File: config.mk
export PLATFORM = sky130hd
export DESIGN_NAME = speed_scheduler
export DESIGN_NICKNAME = d
export VERILOG_FILES = /design/src/rtl/speed_scheduler.sv
export SDC_FILE = /design/constraint.sdc
export NUM_CORES = 1
export LEC_CHECK = 0
export CAP_MARGIN = 20
export CORE_MARGIN = 1
export CORE_UTILIZATION = 53
export CTS_BUF_LIST = sky130_fd_sc_hd__clkbuf_2 sky130_fd_sc_hd__clkbuf_4 sky130_fd_sc_hd__clkbuf_8
export DETAILED_ROUTE_END_ITERATION = 10
export HOLD_SLACK_MARGIN = 0.02
export PLACE_DENSITY = 0.9
export SYNTH_ARGS = -nofsm -noshare
export SYNTH_HDL_FRONTEND = slang
export SYNTH_SLANG_ARGS = --single-unit
File: constraint.sdc
create_clock -name Clk_i -period 2 [get_ports Clk_i]
set_input_delay 0.4 -clock Clk_i [delete_from_list [all_inputs] [get_ports Clk_i]]
set_output_delay 0.4 -clock Clk_i [all_outputs]
set_load 0.02 [all_outputs]
File: src/rtl/speed_scheduler.sv
// rtl/speed_scheduler.sv - run-state controller and level/period scheduler for the game-tick timer
// Every output is a register; the next-state logic decides pulses one cycle ahead.
module speed_scheduler #(
    parameter int INIT_PERIOD     = 500,
    parameter int MIN_PERIOD      = 100,
    parameter int PERIOD_STEP     = 50,
    parameter int STEPS_PER_LEVEL = 16,
    parameter int MAX_LEVEL       = 15
) (
    input  logic       Clk_i,
    input  logic       Rst_i,
    input  logic       Start_i,
    input  logic       Pause_i,
    input  logic       Stop_i,
    input  logic       Tick_i,
    output logic       TmrEnable_o,
    output logic       TmrClear_o,
    output logic [9:0] TmrCfg_o,
    output logic       Step_o,
    output logic       LevelUp_o,
    output logic [3:0] Level_o,
    output logic [1:0] State_o
);

    typedef enum logic [1:0] {
        S_IDLE   = 2'b00,
        S_RUN    = 2'b01,
        S_PAUSED = 2'b10,
        S_OVER   = 2'b11
    } state_e;

    localparam logic [9:0]  INIT_CFG   = 10'(INIT_PERIOD);
    localparam logic [9:0]  MIN_CFG    = 10'(MIN_PERIOD);
    localparam logic [9:0]  STEP_CFG   = 10'(PERIOD_STEP);
    localparam logic [9:0]  LAST_CNT   = 10'(STEPS_PER_LEVEL - 1);
    localparam logic [3:0]  TOP_LEVEL  = 4'(MAX_LEVEL);
    localparam logic [10:0] SAT_THRESH = 11'(MIN_PERIOD + PERIOD_STEP);

    state_e     state_q, state_d;
    logic [9:0] cfg_q, cfg_d;
    logic [3:0] level_q, level_d;
    logic [9:0] cnt_q, cnt_d;
    logic       en_q, en_d;
    logic       clr_q, clr_d;
    logic       step_q, step_d;
    logic       lvup_q, lvup_d;
    logic [9:0] next_period;

    // Below the threshold the subtraction would undershoot the floor, so clamp instead.
    always_comb begin
        if ({1'b0, cfg_q} < SAT_THRESH) begin
            next_period = MIN_CFG;
        end else begin
            next_period = cfg_q - STEP_CFG;
        end
    end

    always_comb begin
        state_d = state_q;
        cfg_d   = cfg_q;
        level_d = level_q;
        cnt_d   = cnt_q;
        clr_d   = 1'b0;
        step_d  = 1'b0;
        lvup_d  = 1'b0;
        case (state_q)
            S_IDLE, S_OVER: begin
                if (Start_i) begin
                    state_d = S_RUN;
                    cfg_d   = INIT_CFG;
                    level_d = 4'd0;
                    cnt_d   = 10'd0;
                    clr_d   = 1'b1;
                end
            end
            S_RUN: begin
                if (Stop_i) begin
                    state_d = S_OVER;
                end else if (Pause_i) begin
                    state_d = S_PAUSED;
                end else if (Tick_i) begin
                    step_d = 1'b1;
                    if (cnt_q == LAST_CNT) begin
                        cnt_d = 10'd0;
                        if (level_q < TOP_LEVEL) begin
                            level_d = level_q + 4'd1;
                            lvup_d  = 1'b1;
                            clr_d   = 1'b1;
                            cfg_d   = next_period;
                        end
                    end else begin
                        cnt_d = cnt_q + 10'd1;
                    end
                end
            end
            S_PAUSED: begin
                if (Stop_i) begin
                    state_d = S_OVER;
                end else if (Pause_i) begin
                    state_d = S_RUN;
                end
            end
            default: state_d = S_IDLE;
        endcase
        en_d = (state_d == S_RUN);
    end

    always_ff @(posedge Clk_i or posedge Rst_i) begin
        if (Rst_i) begin
            state_q <= S_IDLE;
            cfg_q   <= INIT_CFG;
            level_q <= 4'd0;
            cnt_q   <= 10'd0;
            en_q    <= 1'b0;
            clr_q   <= 1'b0;
            step_q  <= 1'b0;
            lvup_q  <= 1'b0;
        end else begin
            state_q <= state_d;
            cfg_q   <= cfg_d;
            level_q <= level_d;
            cnt_q   <= cnt_d;
            en_q    <= en_d;
            clr_q   <= clr_d;
            step_q  <= step_d;
            lvup_q  <= lvup_d;
        end
    end

    assign TmrEnable_o = en_q;
    assign TmrClear_o  = clr_q;
    assign TmrCfg_o    = cfg_q;
    assign Step_o      = step_q;
    assign LevelUp_o   = lvup_q;
    assign Level_o     = level_q;
    assign State_o     = state_q;

endmodule

# Word level (Yosys, flattened, before mapping)

Index checks and enable logic that the tools add are counted.

Output and inout port bits: 20
Input port bits: 6
Logic and storage cells: 68
Bits in registers: 30

Add/subtract/negate cells: 3
Equality and inequality tests: 11
Reduce and logical (&&, ||, !) cells: 5
Order comparisons: 2
Multiplexer cells: 39

Operator list:

| cell                                                                    | count |
|---|---|
| 10-bit 2-to-1 mux                                                       | 12 |
| 10-bit case mux with 2 select lines                                     | 2 |
| 4-bit 2-to-1 mux                                                        | 6 |
| 2-bit inequality test (second input constant)                           | 6 |
| 1-bit 2-to-1 mux                                                        | 11 |
| 10-bit by 1-bit adder with 10-bit output (second input constant)        | 1 |
| 10-bit by 4-bit equality test with 1-bit output (second input constant) | 1 |
| 10-bit by 8-bit < comparator with 1-bit output (second input constant)  | 1 |
| 2-bit 2-to-1 mux                                                        | 5 |
| 10-bit by 6-bit subtractor with 10-bit output (second input constant)   | 1 |
| 4-bit case mux with 2 select lines                                      | 1 |
| 7-bit AND reduction                                                     | 1 |
| 2-bit case mux with 3 select lines                                      | 1 |
| 5-bit AND reduction                                                     | 1 |
| 4-bit by 1-bit adder with 4-bit output (second input constant)          | 1 |
| 2-bit by 1-bit equality test with 1-bit output (second input constant)  | 2 |
| 2-bit equality test (second input constant)                             | 2 |
| 4-bit < comparator (second input constant)                              | 1 |
| 2-bit zero test                                                         | 1 |
| 1-bit case mux with 2 select lines                                      | 1 |
| 2-bit nonzero test                                                      | 1 |
| 2-bit OR reduction                                                      | 1 |

# Logic depth before layout (Yosys ltp)

Gate-level depths: netlist of run 1.

Depth after elaboration: 8
Mapped depth: 7

# Worst setup path after synthesis of run 1

No wires, ideal clock.

Path kind: register to register
Start point: reg state_q[0], in the netlist State_o[0]
End point: reg cfg_q[7], in the netlist TmrCfg_o[7]
Period minus slack after synthesis: 1.945 ns
Setup time: 0.081 ns
Cell stages (with the launch flop): 8
Data required time: 1.919 ns
Data arrival time: 1.864 ns
Slack: 0.055 ns
Buffers on the path: 1
Path through: dfrtp_1 inv_1 ha_1 mux2_4 o21ai_1 clkbuf_1 o21ai_0 o211ai_1

Cells in the longest elaborated chain, start to end: 4
Elaborated cells on any way between the ends: 13

RTL lines:

| element                                                                      | line | text |
|---|---|---|
| start: declaration                                                           | 39   | `state_e state_q, state_d;` |
| start signal: assignment                                                     | 119  | `state_q <= state_d;` |
| 2-bit equality test or 2-bit zero test (tied branches)                       | 66   | `case (state_q)` |
| 2-bit OR reduction                                                           | 66   |  |
| 2-bit inequality test (no source line) or 2-bit nonzero test (tied branches) | -    |  |
| 7-bit AND reduction (no source line)                                         | -    |  |
| end signal: assignment                                                       | 120  | `cfg_q <= cfg_d;` |
| end: declaration                                                             | 40   | `logic [9:0] cfg_q, cfg_d;` |

Parallel ways exist; a longest one is shown, timed or not.
A chain may end at the register's enable or synchronous reset.

# Worst setup path after layout of run 1

Start point: reg cfg_q[5], in the netlist TmrCfg_o[5]
End point: out TmrCfg_o[5]

RTL lines:

| element          | line | text |
|---|---|---|
| end: declaration | 18   | `output logic [9:0] TmrCfg_o,` |

No word-level cell between the ends.

==> results.yml, run 1 <==
routing:
  drt_iter0_markers: 128
  remaining_drc_errors: 0
  vias: 1645
  drt-total-wl_mm: 4.77
  ant_nets: 0
  routed_via_density: 6.18
  firstDrtPassIters: 5
  wl_per_cell_um: 17.9
clocking:
  ctsRootBufferMaster: "clkbuf_4"
  clk_latency_ns: 0.35
  numCtsBuffers: 5
  clk_pin_slew_ns: 0.11
  htreeDepth: 2
  clockBufferDepth: 2
  clock-sinks: 29
  cts_tree: "yes"
synth:
  synth_area_leaders: "dfrtp_1 (34%), dfstp_2 (9.2%), o21ai_0 (4.1%), ha_1 (3.6%), nand2_1 (3.5%)"
  synth_edf_count: 0
  synth-warning-count: 0
  synth_ff_type: "dfrtp_1"
  yosys.cell_types.count: 51
  syn-cell-area_um2: 1720
  netlist_instances: 177
  async_flop_share_pct: 100
  synth_area_per_cell_um2: 9.69
  synth_area_leader_cell: "dfrtp_1"
  ys_ff_latch: 29
  syn-num-nets: 188
  yosysTopAreaCellShare_pct: 33.6
  synth-seq-area-share_pct: 42.7
timing:
  fmax_mhz: 506
  slew_violations: 0
  fin_ws_ns: 0.0241
  skew_ns: 0.0148
  finalHoldViolations: 0
  fin_crit_sh_pct: 98.8
  setup_viol: 0
  rsz0062_at_grt: "true"
  min_period_ns: 1.98
  whs_ns: 0.404
power_and_ir_drop:
  swShare_pct: 44.9
  p_per_area_nw_per_um2: 1530
  ir_worst_vdd_mv: 0.934
  clkPwrFrac_pct: 12.4
  p_sw_w: 0.00155
  pwr-share-seq_pct: 27.8
  p_int_w: 0.00191
  pwr-share-comb_pct: 59.8
  power_w: 0.00346
  leakagePower_nw: 0.948
setup_path:
  path_buf_inv: 1
  endpoint_kind: "output pin"
  path_cells: "clkdlybuf4s50_1"
  r2r_cells: 7
  worstPathRequired_ns: 1.60
  path_class: "reg -> out"
  cp.arrival_ns: 1.58
  cpPeakStageDelay_ns: 0.62
  startpoint_type: "flop"
  worst_path_max_delay_cell: "clkdlybuf4s50_1"
  rr_endpoint: "cnt_q[7]"
  cp_top_family: "buffers and inverters"
  worstSetupPathDepth: 1
  timing.rr.start: "State_o[0]"
  reg2reg_slack_ns: 0.04
  crit_fanout: 6
layout:
  drive_gt1_share_pct: 24.8
  final_net_count: 232
  antennaDiodeCount: 0
  syn2layout_area_growth_pct: 32.3
  nFillCells: 212
  final_cell_mix: "dfrtp_1 (21), clkdlybuf4s50_1 (21), buf_4 (19)"
global_routing:
  grt-ovfl-total: 0
  antenna_found_initial: 0
  grt_usage_pct: 29.0
  grt_pass1_wl_mm: 7.30
  grt_pass1_vias: 1574
  grt_max_degree: 30
die:
  fp-row-count: 20
  chipHeight_um: 58.9
  start_util_pct: 56.2
  die_w_um: 58.9
  core_area_um2: 3050
  die-area_um2: 3470
  ios: 26
flow_run:
  drv_cap: 0
place:
  port_buffers: 24
  post-dp-hpwl_mm: 3.04
  globalplace.congestion: 0.890
  dp_slack_ns: -0.113
run_status:
  status: "finished clean"
worst_hold_path:
  hold_class: "in -> async"
## state kept, by name, indices dropped and copies added, names as in the netlist
register and cells:
TmrClear_o 1, LevelUp_o 1, TmrEnable_o 1, TmrCfg_o 9, State_o 2, cnt_q 10
Level_o 4, Step_o 1
## cell usage after synthesis, drive strengths merged, types with 5 or more instances
| library cell | n |
|---|---|
| buf | 5 |
| inv | 12 |
| nand4 | 6 |
| nand2 | 16 |
| ha | 5 |
| a21oi | 10 |
| nor2 | 8 |
| dfrtp | 23 |
| o31ai | 7 |
| o21ai | 16 |
| nand3 | 6 |
| dfstp | 6 |
## power by group through the flow
stage | clock, W | sequential (W) | combinational, W
after floorplan | 0 | 0.00106 | 0.000968
after global placement | 0 | 0.000922 | 0.00179
after detailed placement | 0 | 0.000937 | 0.00189
after CTS | 0.000432 | 0.000929 | 0.00192
after global routing | 0.000464 | 0.000981 | 0.00223
final | 0.000431 | 0.000963 | 0.00207
## layout make-up
cell class / count / area, um^2 / area share [%]
sequential: 29 / 736 / 32.4
clock inverter: 1 / 5.00 / 0.221
timing repair buffer: 44 / 407 / 17.9
clock buffer: 7 / 65.1 / 2.87
inverter: 12 / 45.0 / 1.98
multi-input combinational: 129 / 957 / 42.2
tap: 44 / 55.1 / 2.43
## worst max-delay path by stage
| stage | startpoint | end | slack (ns) |
|---|---|---|---|
| floorplan | State_o[0] | TmrCfg_o[7] | 0.05 |
| global placement | Pause_i | cnt_q[9] | -0.03 |
| detailed placement | Pause_i | cnt_q[5] | -0.11 |
| CTS | TmrCfg_o[4] | TmrCfg_o[4] | 0.007 |
| global route | State_o[0] | cnt_q[7] | -0.03 |
| finish | TmrCfg_o[5] | TmrCfg_o[5] | 0.02 |
## what timing repair did
action | in CTS | in global routing
endpoints found under the hold margin | 0 | 0
setup buffers | 1 | 1
resized for setup | 2 | 14
hold buffers | 0 | 0
endpoints found under the setup margin | 4 | 20
## per-stage QoR
| stage | util [%] | instances | TNS [ns] | instance area, um^2 |
|---|---|---|---|---|
| 2_1_floorplan | - | 177 | 0 | 1720 |
| 3_3_place_gp | 69.4 | 256 | -0.112 | 2120 |
| 3_5_place_dp | 69.4 | 256 | -0.931 | 2120 |
| 4_1_cts | 71.9 | 265 | 0 | 2200 |
| 5_1_grt | 74.3 | 266 | -0.0394 | 2270 |
| 6_report | 74.3 | 266 | 0 | 2270 |
## routing by layer
| metal | up-vias | share of wire (%) | GRT usage (%) |
|---|---|---|---|
| met5 | - | 0 | 0 |
| met4 | 0 | 3.6 | 17.0 |
| met3 | 18 | 5.3 | 7.47 |
| met2 | 65 | 51 | 48.4 |
| met1 | 813 | 40 | 33.5 |
| li1 | 749 | - | - |
## logic make-up (layout without fill, tap and decap cells)
kind of cell | Yosys count | count (layout) | share of synthesized area (%)
xor gates and xnor gates | 2 | 2 | 1.02
DFF | 29 | 29 | 42.7
buffers and inverters | 19 | 64 | 4.96
AOI/OAI and AO/OA | 59 | 59 | 25.0
muxes | 3 | 3 | 2.41
adders and majority gates | 5 | 5 | 3.65
other | 1 | 1 | 0.219
and+or+nand+nor | 59 | 59 | 20.0
Power figures use the tool's default switching activity.
==> run 2, diff against run 1 <==
--- a/config.mk
+++ b/config.mk
@@ -12,6 +12,7 @@
 export DETAILED_ROUTE_END_ITERATION = 10
 export HOLD_SLACK_MARGIN = 0.02
 export PLACE_DENSITY = 0.9
+export SLEW_MARGIN = 20
 export SYNTH_ARGS = -nofsm -noshare
 export SYNTH_HDL_FRONTEND = slang
 export SYNTH_SLANG_ARGS = --single-unit
==> results of run 2 <==
No change in the layout: final DEF, timing and power equal those of run 1.
==> run 3, diff against run 2 <==
==> constraint.sdc (replaced) <==
create_clock -name Clk_i -period 2 [get_ports Clk_i]
set_input_delay 0.4 -clock Clk_i [delete_from_list [all_inputs] [get_ports Clk_i]]
set_output_delay 0.4 -clock Clk_i [all_outputs]
set_load 0.005 [all_outputs]
==> run 3 against run 2 <==
  * Hold slack improved by 0.0059 ns
  * Combinational power decreased by 6%
  * Setup slack improved by 0.017 ns
  * Core utilization shrank 0.12 points
  * Fmax rose by 0.89%
  * First-iteration DRC count decreased by 1.6%
  * Critical endpoint is now cnt_q[7]
  * Largest power group unchanged
==> results.yml, run 3 (same netlist as run 1, synthesis figures left out) <==
setup_path:
  timing.rr.start: "State_o[0]"
  cp.arrival_ns: 2.23
  startpoint_type: "flop"
  crit_fanout: 11
  worstPathRequired_ns: 2.27
  r2r_cells: 7
  path_class: "reg -> reg"
  endpoint_kind: "flop"
  crit_start: "State_o[0]"
die:
  die_w_um: 58.9
  start_util_pct: 56.2
  die-area_um2: 3470
  chipHeight_um: 58.9
  fp-row-count: 20
  core_area_um2: 3050
  ios: 26
layout:
  final_common_cell: "clkdlybuf4s50_1"
  final_net_count: 232
  largest-register: "cnt_q"
  antennaDiodeCount: 0
  syn2layout_area_growth_pct: 32.1
  largest_reg_flops: 10
  final_cell_mix: "clkdlybuf4s50_1 (24), dfrtp_1 (21), buf_4 (19)"
  drive_gt1_share_pct: 24.8
  multi_input_area_um2: 957
  nFillCells: 213
  layout.area.seq_um2: 736
routing:
  ant_nets: 0
  drt-total-wl_mm: 4.76
  wl_per_cell_um: 17.9
  drt_iter0_markers: 126
  routed_via_density: 6.26
  remaining_drc_errors: 0
  vias: 1664
  firstDrtPassIters: 6
global_routing:
  grt_pass1_vias: 1574
  grt_usage_pct: 29.0
  grt_pass1_wl_mm: 7.30
  grt_max_degree: 30
  grt-ovfl-total: 0
  antenna_found_initial: 0
timing:
  slew_violations: 0
  whs_ns: 0.410
  min_period_ns: 1.96
  finalHoldViolations: 0
  setup_viol: 0
  fin_crit_sh_pct: 97.9
  skew_ns: 0.0147
  rsz0062_at_grt: "true"
  fin_ws_ns: 0.0416
  fmax_mhz: 511
place:
  post-dp-hpwl_mm: 3.04
  dp_slack_ns: -0.113
  globalplace.congestion: 0.890
  port_buffers: 24
worst_hold_path:
  hold_class: "in -> async"
clocking:
  numCtsBuffers: 5
  htreeDepth: 2
  ctsRootBufferMaster: "clkbuf_4"
  clockBufferDepth: 2
  clk_pin_slew_ns: 0.11
  cts_tree: "yes"
  clock-sinks: 29
  clk_latency_ns: 0.35
power_and_ir_drop:
  ir_worst_vdd_mv: 0.873
  leakagePower_nw: 0.950
  p_per_area_nw_per_um2: 1470
run_status:
  status: "finished clean"
flow_run:
  drv_cap: 0
[run 3: changes by cell type in the layout (fill, tap and decap cells not counted)]
| cell | change |
|---|---|
| dlymetal6s2s_1 | -2 |
| dlygate4sd2_1 | -1 |
| clkdlybuf4s50_1 | +3 |
[run 3: final cells by class]
cell class / instances / share of cell area (%)
multi-input cells: 129 / 42.2
flip-flops and latches: 29 / 32.5
repair buffers: 44 / 17.8
clock buffers: 7 / 2.87
well taps: 44 / 2.43
inverters: 12 / 1.99
clock inverters: 1 / 0.221
[run 3: per-layer routing]
metal / vias to the layer above / track usage (%) / wire (um)
met2: 76 / 48.4 / 2510
met1: 823 / 33.5 / 1810
met3: 15 / 7.47 / 289
li1: 750 / - / -
met5: - / 0 / 0
met4: 0 / 17.0 / 142
[run 3: timing repair]
action,CTS,global route
resized for setup,1,12
gates cloned,0,0
pin swaps,0,0
setup endpoints to repair,3,18
hold buffers,0,0
setup buffers,1,1
[run 3: path summary, 6_finish.rpt]
check / endpoint / slack, ns
worst max-delay path: cnt_q[7] / 0.04
worst min-delay path: cnt_q[9] / 0.41
worst max register to register: cnt_q[7] / 0.04
worst min register to register: TmrCfg_o[8] / 0.52
max in group asynchronous: TmrCfg_o[2] / 1.26
min in group Clk_i: TmrCfg_o[8] / 0.52
[run 3: metrics by stage]
stage | area [um^2] | utilization (%) | instances | TNS, ns | total power, W
detailed placement | 2120 | 69.4 | 256 | -0.931 | 0.00268
CTS | 2200 | 72.0 | 265 | 0 | 0.00314
global placement | 2120 | 69.4 | 256 | -0.112 | 0.00257
global route | 2270 | 74.2 | 266 | -0.0296 | 0.00354
finish | 2270 | 74.2 | 266 | 0 | 0.00333
floorplan | 1720 | - | 177 | 0 | 0.00188
[run 3: power by group]
part	internal (W)	leakage [nW]	switching (W)
combinational	0.000948	0.540	0.000991
sequential	0.000765	0.368	0.000195
clock	0.000203	0.0413	0.000224
[run 3: worst max-delay path, cell delays in order, from the launching register on]
cell     delay [ns]
dfrtp_2        0.45
inv_2          0.08
ha_4           0.20
mux2_4         0.20
o21ai_1        0.07
buf_4          0.18
or4_1          0.54
a21oi_2        0.16
